===== config.mk =====
export PLATFORM = sky130hd
export DESIGN_NAME = pci_arbiter
export DESIGN_NICKNAME = d
export VERILOG_FILES = /design/src/rtl/pci_arbiter.sv
export SDC_FILE = /design/constraint.sdc
export NUM_CORES = 1
export LEC_CHECK = 0
export CORE_MARGIN = 2
export CORE_UTILIZATION = 50
export DETAILED_ROUTE_END_ITERATION = 6
export GPL_ROUTABILITY_DRIVEN = 0
export PLACE_DENSITY = 0.76
export SYNTH_ARGS = -nofsm -noshare
export SYNTH_HDL_FRONTEND = slang
export SYNTH_SLANG_ARGS = --single-unit

===== constraint.sdc =====
create_clock -name Clock -period 2.03 [get_ports Clock]
set_clock_uncertainty 0.1 [all_clocks]
set_input_delay 0.406 -clock Clock [delete_from_list [all_inputs] [get_ports Clock]]
set_output_delay 0.406 -clock Clock [all_outputs]
set_load 0.05 [all_outputs]

===== src/rtl/pci_arbiter.sv =====
// -----------------------------------------------------------------------------
// pci_arbiter
//
// Central bus arbiter for the PCI target subsystem. It grants the shared
// AddressData/CBE/Frame/Irdy bus to one of NUM_MASTERS initiators. Selection is
// round-robin. A granted master that never starts is timed out. At least one
// all-ones Gnt cycle separates successive owners. Bus occupancy is tracked by
// observing Frame and Irdy.
//
// Parameters
//   NUM_MASTERS  number of requesting initiators (2..8)
//   GNT_TIMEOUT  idle-bus cycles a granted master may take to assert Frame (>=2)
//
// Ports
//   Clock    in   bus clock, rising-edge active
//   RST      in   synchronous active-high reset
//   Req      in   [NUM_MASTERS]  per-master request, active low
//   Frame    in   bus Frame, active low
//   Irdy     in   bus Irdy, active low
//   Gnt      out  [NUM_MASTERS]  per-master grant, active low, registered
//   Owner    out  [clog2(NUM_MASTERS)]  current or last granted master
//   BusBusy  out  high while a transaction is in progress (state BUSY)
//
// Build option
//   PCI_ARB_PARK_EN  when defined, the bus is parked on the last owner while
//                    nobody requests it
// -----------------------------------------------------------------------------
module pci_arbiter #(
    parameter int NUM_MASTERS = 4,
    parameter int GNT_TIMEOUT = 16
) (
    input  logic                           Clock,
    input  logic                           RST,
    input  logic [NUM_MASTERS-1:0]         Req,
    input  logic                           Frame,
    input  logic                           Irdy,
    output logic [NUM_MASTERS-1:0]         Gnt,
    output logic [$clog2(NUM_MASTERS)-1:0] Owner,
    output logic                           BusBusy
);

    localparam int OW = $clog2(NUM_MASTERS);
    localparam int CW = $clog2(GNT_TIMEOUT);

    localparam logic [NUM_MASTERS-1:0] GNT_NONE  = {NUM_MASTERS{1'b1}};
    localparam logic [CW-1:0]          CNT_ZERO  = {CW{1'b0}};
    localparam logic [CW-1:0]          CNT_ONE   = CW'(1);
    localparam logic [CW-1:0]          CNT_LAST  = CW'(GNT_TIMEOUT - 1);
    localparam logic [OW-1:0]          OWN_ZERO  = {OW{1'b0}};
    localparam logic [OW-1:0]          OWN_RESET = OW'(NUM_MASTERS - 1);

    typedef enum logic [1:0] {
        ST_IDLE    = 2'd0,
        ST_GRANT   = 2'd1,
        ST_BUSY    = 2'd2,
        ST_RELEASE = 2'd3
    } state_t;

    state_t                   state_q, state_d;
    logic [NUM_MASTERS-1:0]   gnt_q, gnt_d;
    logic [OW-1:0]            owner_q, owner_d;
    logic [OW-1:0]            last_q, last_d;
    logic [CW-1:0]            cnt_q, cnt_d;
    logic                     busy_q, busy_d;

    logic                     bus_idle_s;
    logic                     req_any_s;
    logic                     others_req_s;
    logic [OW-1:0]            winner_s;
`ifdef PCI_ARB_PARK_EN
    logic                     parked_s;
`endif

    // Active-low grant vector with only the given master's bit low.
    function automatic logic [NUM_MASTERS-1:0] gnt_of(input logic [OW-1:0] idx);
        logic [NUM_MASTERS-1:0] g;
        g      = GNT_NONE;
        g[idx] = 1'b0;
        return g;
    endfunction

    // Round-robin pick: first low Req bit starting just after the last owner.
    // With no request pending the result is unused, so it falls back to last.
    function automatic logic [OW-1:0] rr_pick(input logic [NUM_MASTERS-1:0] req_n,
                                              input logic [OW-1:0]          last);
        logic [OW-1:0] pick;
        logic [OW-1:0] sel;
        logic          found;
        int            idx;
        pick  = last;
        found = 1'b0;
        for (int i = 1; i <= NUM_MASTERS; i++) begin
            idx = (int'(last) + i) % NUM_MASTERS;
            sel = OW'(idx);
            if (!found && !req_n[sel]) begin
                pick  = sel;
                found = 1'b1;
            end else begin
                pick  = pick;
                found = found;
            end
        end
        return pick;
    endfunction

    // Bus status and arbitration helpers derived from the sampled inputs.
    always_comb begin
        bus_idle_s   = Frame & Irdy;
        req_any_s    = ~&Req;
        // gnt_of(owner) has a 1 everywhere except the owner, so it masks the owner out.
        others_req_s = |(~Req & gnt_of(owner_q));
        winner_s     = rr_pick(Req, last_q);
`ifdef PCI_ARB_PARK_EN
        parked_s     = (state_q == ST_IDLE) && (gnt_q != GNT_NONE);
`endif
    end

    // Next-state and registered-output decode for the arbitration FSM.
    always_comb begin
        state_d = state_q;
        gnt_d   = gnt_q;
        owner_d = owner_q;
        last_d  = last_q;
        cnt_d   = cnt_q;

        case (state_q)
            ST_IDLE: begin
`ifdef PCI_ARB_PARK_EN
                if (parked_s && !Frame) begin
                    // Parked master starts directly, no dead cycle.
                    state_d = ST_BUSY;
                    gnt_d   = gnt_q;
                end else if (parked_s && req_any_s) begin
                    // Drop the park and arbitrate after a dead cycle.
                    state_d = ST_RELEASE;
                    gnt_d   = GNT_NONE;
                end else if (req_any_s) begin
                    state_d = ST_GRANT;
                    owner_d = winner_s;
                    gnt_d   = gnt_of(winner_s);
                    cnt_d   = CNT_ZERO;
                end else begin
                    owner_d = last_q;
                    gnt_d   = gnt_of(last_q);
                end
`else
                if (req_any_s) begin
                    state_d = ST_GRANT;
                    owner_d = winner_s;
                    gnt_d   = gnt_of(winner_s);
                    cnt_d   = CNT_ZERO;
                end else begin
                    gnt_d   = GNT_NONE;
                end
`endif
            end

            ST_GRANT: begin
                // Any exit from GRANT consumes the owner's turn.
                if (!Frame) begin
                    state_d = ST_BUSY;
                    gnt_d   = gnt_q;
                    last_d  = owner_q;
                end else if (Req[owner_q]) begin
                    state_d = ST_RELEASE;
                    gnt_d   = GNT_NONE;
                    last_d  = owner_q;
                end else if (bus_idle_s && (cnt_q == CNT_LAST)) begin
                    state_d = ST_RELEASE;
                    gnt_d   = GNT_NONE;
                    last_d  = owner_q;
                end else if (bus_idle_s) begin
                    cnt_d   = cnt_q + CNT_ONE;
                end else begin
                    // A previous owner is still finishing; the timeout waits.
                    cnt_d   = cnt_q;
                end
            end

            ST_BUSY: begin
                if (bus_idle_s) begin
                    state_d = ST_RELEASE;
                    gnt_d   = GNT_NONE;
                end else if (others_req_s) begin
                    // Preempt: remove the grant, the master completes its cycle.
                    gnt_d   = GNT_NONE;
                end else begin
                    gnt_d   = gnt_q;
                end
            end

            ST_RELEASE: begin
                state_d = ST_IDLE;
                gnt_d   = GNT_NONE;
            end

            default: begin
                state_d = ST_IDLE;
                gnt_d   = GNT_NONE;
            end
        endcase

        busy_d = (state_d == ST_BUSY);
    end

    // State and output registers with synchronous reset.
    always_ff @(posedge Clock) begin
        if (RST) begin
            state_q <= ST_IDLE;
            gnt_q   <= GNT_NONE;
            owner_q <= OWN_ZERO;
            last_q  <= OWN_RESET;
            cnt_q   <= CNT_ZERO;
            busy_q  <= 1'b0;
        end else begin
            state_q <= state_d;
            gnt_q   <= gnt_d;
            owner_q <= owner_d;
            last_q  <= last_d;
            cnt_q   <= cnt_d;
            busy_q  <= busy_d;
        end
    end

    assign Gnt     = gnt_q;
    assign Owner   = owner_q;
    assign BusBusy = busy_q;

endmodule


* Word-level counts from Yosys, hierarchy flattened
Cells that the tools add are included.
** Word-level totals
- Register bits :: 15
- Word-level logic and storage cells :: 100
- Output and inout bits :: 7
** Operators by class
- Reduce and logical (&&, ||, !) cells :: 19
- Multiplexer cells :: 43
- Bitwise logic cells :: 6
- $lt $le $gt $ge :: 8
- Add/subtract/negate cells :: 5
- Equal/unequal tests :: 13
** Operators by type and width (number)
- 4-bit two-way mux :: 11
- 2-bit two-way mux :: 12
- 2-bit by 3-bit < comparator with 1-bit output (second input constant) :: 6
- 4-bit one-hot mux with 4 select lines :: 1
- 4-bit NOT :: 3
- 1-bit binary-select mux with 2-bit select :: 5
- 1-bit two-way mux :: 10
- 2-bit inequality test (second input constant) :: 5
- 2-bit one-hot mux with 4 select lines :: 1
- 4-bit one-hot mux with 2 select lines :: 1
- 2-bit == test (second input constant) :: 3
- 1-bit logical AND :: 6
- 3-bit inequality test (second input constant) :: 2
- 6-bit AND reduction :: 1
- 1-bit zero test :: 5
- 2-bit by 1-bit adder with 2-bit output (second input constant) :: 2
- 2-bit adder (second input constant) :: 2
- 4-bit by 1-bit adder with 4-bit output (second input constant) :: 1
- 4-bit bitwise AND :: 1
- 1-bit demux with 2-bit select :: 2
- 4-bit == test (second input constant) :: 1
- 2-bit by 1-bit >= comparator with 1-bit output (second input constant) :: 2
- 2-bit AND reduction :: 2
- 4-bit AND reduction :: 1
- 8 further kinds :: 8

* Depth between registers and ports, before layout
- Word-level depth :: 19
- Depth in mapped cells :: 6

* Worst setup path before layout
No wires, ideal clock.
- Path kind :: register -> register
- Start :: register owner_q[0] (netlist: Owner[0])
- End :: register cnt_q[3]
- Path buffers :: 0
- Setup time :: 0.119 ns
- Setup slack :: -0.086 ns
- Cell stages (with the launch flop) :: 5
- Arrival :: 1.897 ns
- Path through :: dfxtp_1 mux4_2 nor4_4 nand4_1 mux2i_1
** On the way
- Word-level cells in the longest chain between the ends :: 4
** RTL lines
- from (decl) :: line 61 : logic [OW-1:0] owner_q, owner_d;
- from (signal assigned) :: line 218 : owner_q <= owner_d;
- 1-bit binary-select mux with 2-bit select :: line 164 : end else if (Req[owner_q]) begin
- 1-bit two-way mux (implied by the code) :: line 164
- 2-bit inequality test (no line)
- 6-bit AND reduction (no line)
- to (signal assigned) :: line 220 : cnt_q <= cnt_d;
- to (decl) :: line 63 : logic [CW-1:0] cnt_q, cnt_d;
Every way passes these cells. The select of a mux whose other input is x is not followed.
A chain may end at the register's enable or synchronous reset.

* Worst setup path in the final report
- Start :: input port Req[3]
- End :: register gnt_q[1] (netlist: Gnt[1])
** On the way
- Word-level cells in the longest chain between the ends :: 18
- Elaborated cells on any way between the ends :: 42
- Those cells by class :: order compare (2); eq/ne (2); mux (23); bitwise (3); reduce/logical (12)
** RTL lines
- from (decl) :: line 34 : input logic [NUM_MASTERS-1:0] Req,
- 1-bit binary-select mux with 2-bit select :: line 95 : if (!found && !req_n[sel]) begin
- 1-bit two-way mux (implied by the code) :: line 95
- 1-bit zero test :: line 95
- 1-bit logical AND :: line 95
- 1-bit two-way mux :: line 95
- 1-bit zero test :: line 95
- 1-bit logical AND :: line 95
- 1-bit two-way mux :: line 95
- [2 not listed]
- 2-bit two-way mux :: line 95
- 2-bit by 3-bit < comparator with 1-bit output (implied by the code) or 2-bit by 1-bit >= comparator with 1-bit output (tied branches) :: line 78 : g[idx] = 1'b0;
- 1-bit logical AND (implied by the code) :: line 78
- 1-bit two-way mux (implied by the code) :: line 78
- 1-bit demux with 2-bit select :: line 78
- 4-bit NOT (no line)
- 4-bit two-way mux :: line 147 : if (req_any_s) begin
- 4-bit one-hot mux with 4 select lines :: line 126 : case (state_q)
- to (signal assigned) :: line 217 : gnt_q <= gnt_d;
- to (decl) :: line 60 : logic [NUM_MASTERS-1:0] gnt_q, gnt_d;
Several ways; a longest one is shown, not always the timed one. The select of a mux whose other input is x is not followed.

==> impl_metrics.toml <==
[floorplan]
design.die.area_um2 = 2050
rows = 14
die_y_um = 45.3
design.core.area_um2 = 1560
floorplan.initialDensity = 0.546
die_x_um = 45.3
io_pins = 15

[timing]
slew_headroom = 0.665
tightestPinTransition_ps = 501
minimum_clock_period_ps = 1980
timing.final.crit_share = 0.978
fmaxAchievable_mhz = 504
timing.final.max_slew_violations = 0
unrepaired_setup_endpoints_after_global_routing = "no"
timing.setup.tns_ps = 0
setup_viol = 0
timing_hold_violations_final = 0

[synth]
synth_seq_area_share = 0.353
yosysUniqueCellTypes = 36
synth_enable_flop_cells = 0
synth_top_cells_by_area = "dfxtp_1 35%, mux2i_1 9.4%, nor2_1 7.5%, a22oi_1 3.5%, mux4_2 2.6%"
synth_top_cell_by_area = "dfxtp_1"
async_flop_share = 0
top_cell_types_by_occurrence_after_synthesis = "17 x nor2_1, 15 x dfxtp_1, 8 x mux2i_1"
cells_after_synthesis = 97
synth_top_cell_area_share = 0.353
yosys_register_bits = 15
synth_flop_cell = "dfxtp_1"
synthMostInstantiatedCell = "nor2_1"
syn-cell-area_um2 = 851
syn-mean-instance-area_um2 = 8.77
yosys_warning_count = 0
synth_fp_nets = 106

[worst_setup_path]
critPathCaptureType = "flip-flop"
critPathRequiredTime_ps = 2100
ff2ff_setup_slack_ps = 150
max_stage_delay_ps = 560
worst-setup-path-type = "input pin to flip-flop"
critPathLaunchType = "input pin"
timing.critical_path.from = "Req[3]"
crit_fanout = 4
r2r-end = "Gnt[1]"
worst_r2r_startpoint = "Owner[0]"
timing.critical_path.cells = "clkdlybuf4s50_1 -> mux4_2 -> a311oi_2 -> a211o_1 -> a22oi_1"
reg2reg_depth = 4
crit_path_top_delay_cell = "mux4_2"
timing.critical_path.arrival_ps = 2050
critPathCapture = "Gnt[1]"

[detailed_routing]
routed-via-count = 818
post_drt_via_cell_ratio = 6.06
routed_wl_um = 2060
route.detailed.wl_per_inst_um = 15.2
drt_drc_violations_left = 0
drtAntennaViolNets = 0
drt_iter0_markers = 13
detail_route.first_pass.iterations = 4

[global_routing]
grt_pass1_vias = 774
grt_start_max_net_pins = 10
initial_antenna_violation_count = 0
grt-ovfl-total = 0
grt_util_all_layers = 0.219
grt_first_pass_wirelength_um = 3250

[cells_and_area]
insertedDiodeCount = 0
fill_cells = 144
post_layout_nets = 129
post_route_cells_drive_above_1_share = 0.168
synthToLayoutAreaGrowth_pct = 26.3

[power]
power.density_nw_per_um2 = 810
leakagePower_nw = 0.470
peak_supply_drop_v = 0.000569
p_total_w = 0.000871

[clock_tree]
tritoncts = "built"
cts-buffers-inserted = 3
cts_post_setup_buffers_inserted = 0
clk_path_buf_depth = 2
clk_latency_ps = 280
cts.reportedPaths.clkPinSlew_ps = 100
clock-sinks = 15
cts_htree_levels = 1
clock-root-buffer = "clkbuf_4"

[place]
port_buffers = 14
dpl.hpwl_um = 1540

[run]
maxCapViolations = 0

[min_path]
hold_path.class = "flip-flop to flip-flop"

[outcome]
outcome = "finished clean"
-- critical path, delay by kind of cell --
kind | cells | cell delay (ps)
AO/OA/AOI/OAI | 3 | 660
multiplexers | 1 | 560
buffers and inverters | 1 | 430
-- how the worst min path moves through the flow --
stage,startpoint,end,slack (ps),cells past startpoint
after floorplan,cnt_q[3],cnt_q[3],340,2
after CTS,cnt_q[3],cnt_q[3],390,2
after global placement,cnt_q[3],cnt_q[3],360,2
after detailed placement,cnt_q[3],cnt_q[3],370,2
after global routing,cnt_q[3],cnt_q[3],410,2
final,cnt_q[3],cnt_q[3],380,2
-- cell families (layout without fill, tap and decap cells) --
| logic type | Yosys count | count (layout) | synth area share |
|---|---|---|---|
| buffers and inverters | 5 | 27 | 0.0353 |
| flip-flops | 15 | 15 | 0.353 |
| adder cells (fa/ha/maj) | 1 | 1 | 0.0147 |
| AND/OR/NAND/NOR | 43 | 43 | 0.271 |
| AO/OA/AOI/OAI | 24 | 24 | 0.206 |
| multiplexers | 9 | 9 | 0.121 |
-- report_power, final --
group / leakage [nW] / internal [W] / switching (W)
Sequential: 0.123 / 0.000328 / 0.0000295
Combinational: 0.329 / 0.000144 / 0.000197
Clock: 0.0177 / 0.0000731 / 0.0000997
-- registers in the layout, summed over array words and instances, names as in the netlist --
register  count
Owner         2
Gnt           4
cnt_q         4
state_q       2
BusBusy       1
last_q        2
-- through the flow --
| step | setup WS [ps] | util | cells | hold slack (ps) | cell area, um2 |
|---|---|---|---|---|---|
| 2_1_floorplan | 91.0 | - | 97 | 342 | 852 |
| 3_3_place_gp | -179 | 0.668 | 131 | 361 | 1040 |
| 5_1_grt | 19.3 | 0.689 | 135 | 415 | 1070 |
| 3_5_place_dp | -218 | 0.668 | 131 | 370 | 1040 |
| 4_1_cts | 75.1 | 0.685 | 135 | 385 | 1070 |
| 6_report | 45.3 | 0.689 | 135 | 378 | 1070 |
-- routing by layer --
layer  GRT usage  vias up  wire length, um
met5           0        -                0
met4      0.0706        0               10
met3      0.0360        2               45
met2       0.397       13             1090
met1       0.259      403              906
li1            -      400                -
-- cells in the final DEF (no fill, tap or decap), drive strengths merged, types with 2 or more instances in the layout --
master | synthesis | final
nand2 | 6 | 6
nor2 | 17 | 17
a22oi | 4 | 4
clkbuf | 2 | 3
nand3 | 4 | 4
buf | 2 | 10
a211oi | 2 | 2
nand2b | 2 | 2
o211a | 2 | 2
nor2b | 3 | 3
a31oi | 2 | 2
and3 | 3 | 3
clkdlybuf4s50 | 0 | 12
o21a | 2 | 2
mux2i | 8 | 8
nand4 | 2 | 2
dfxtp | 15 | 15
a21oi | 3 | 3
o21ai | 2 | 2
-- layout make-up --
class | instances | area (um2) | area share
flip-flops and latches | 15 | 302 | 0.281
well taps | 16 | 20.0 | 0.0186
multi-input cells | 77 | 527 | 0.490
repair buffers | 22 | 195 | 0.182
inverters | 1 | 3.75 | 0.00349
clock inverters | 1 | 5.00 | 0.00466
clock buffers | 3 | 22.5 | 0.0210
-- timing repair --
action                                  CTS  global route
endpoints found under the setup margin    0             2
hold buffers                              0             0
resized for setup                         0             1
No activity file was read; power rests on OpenSTA's default activity.
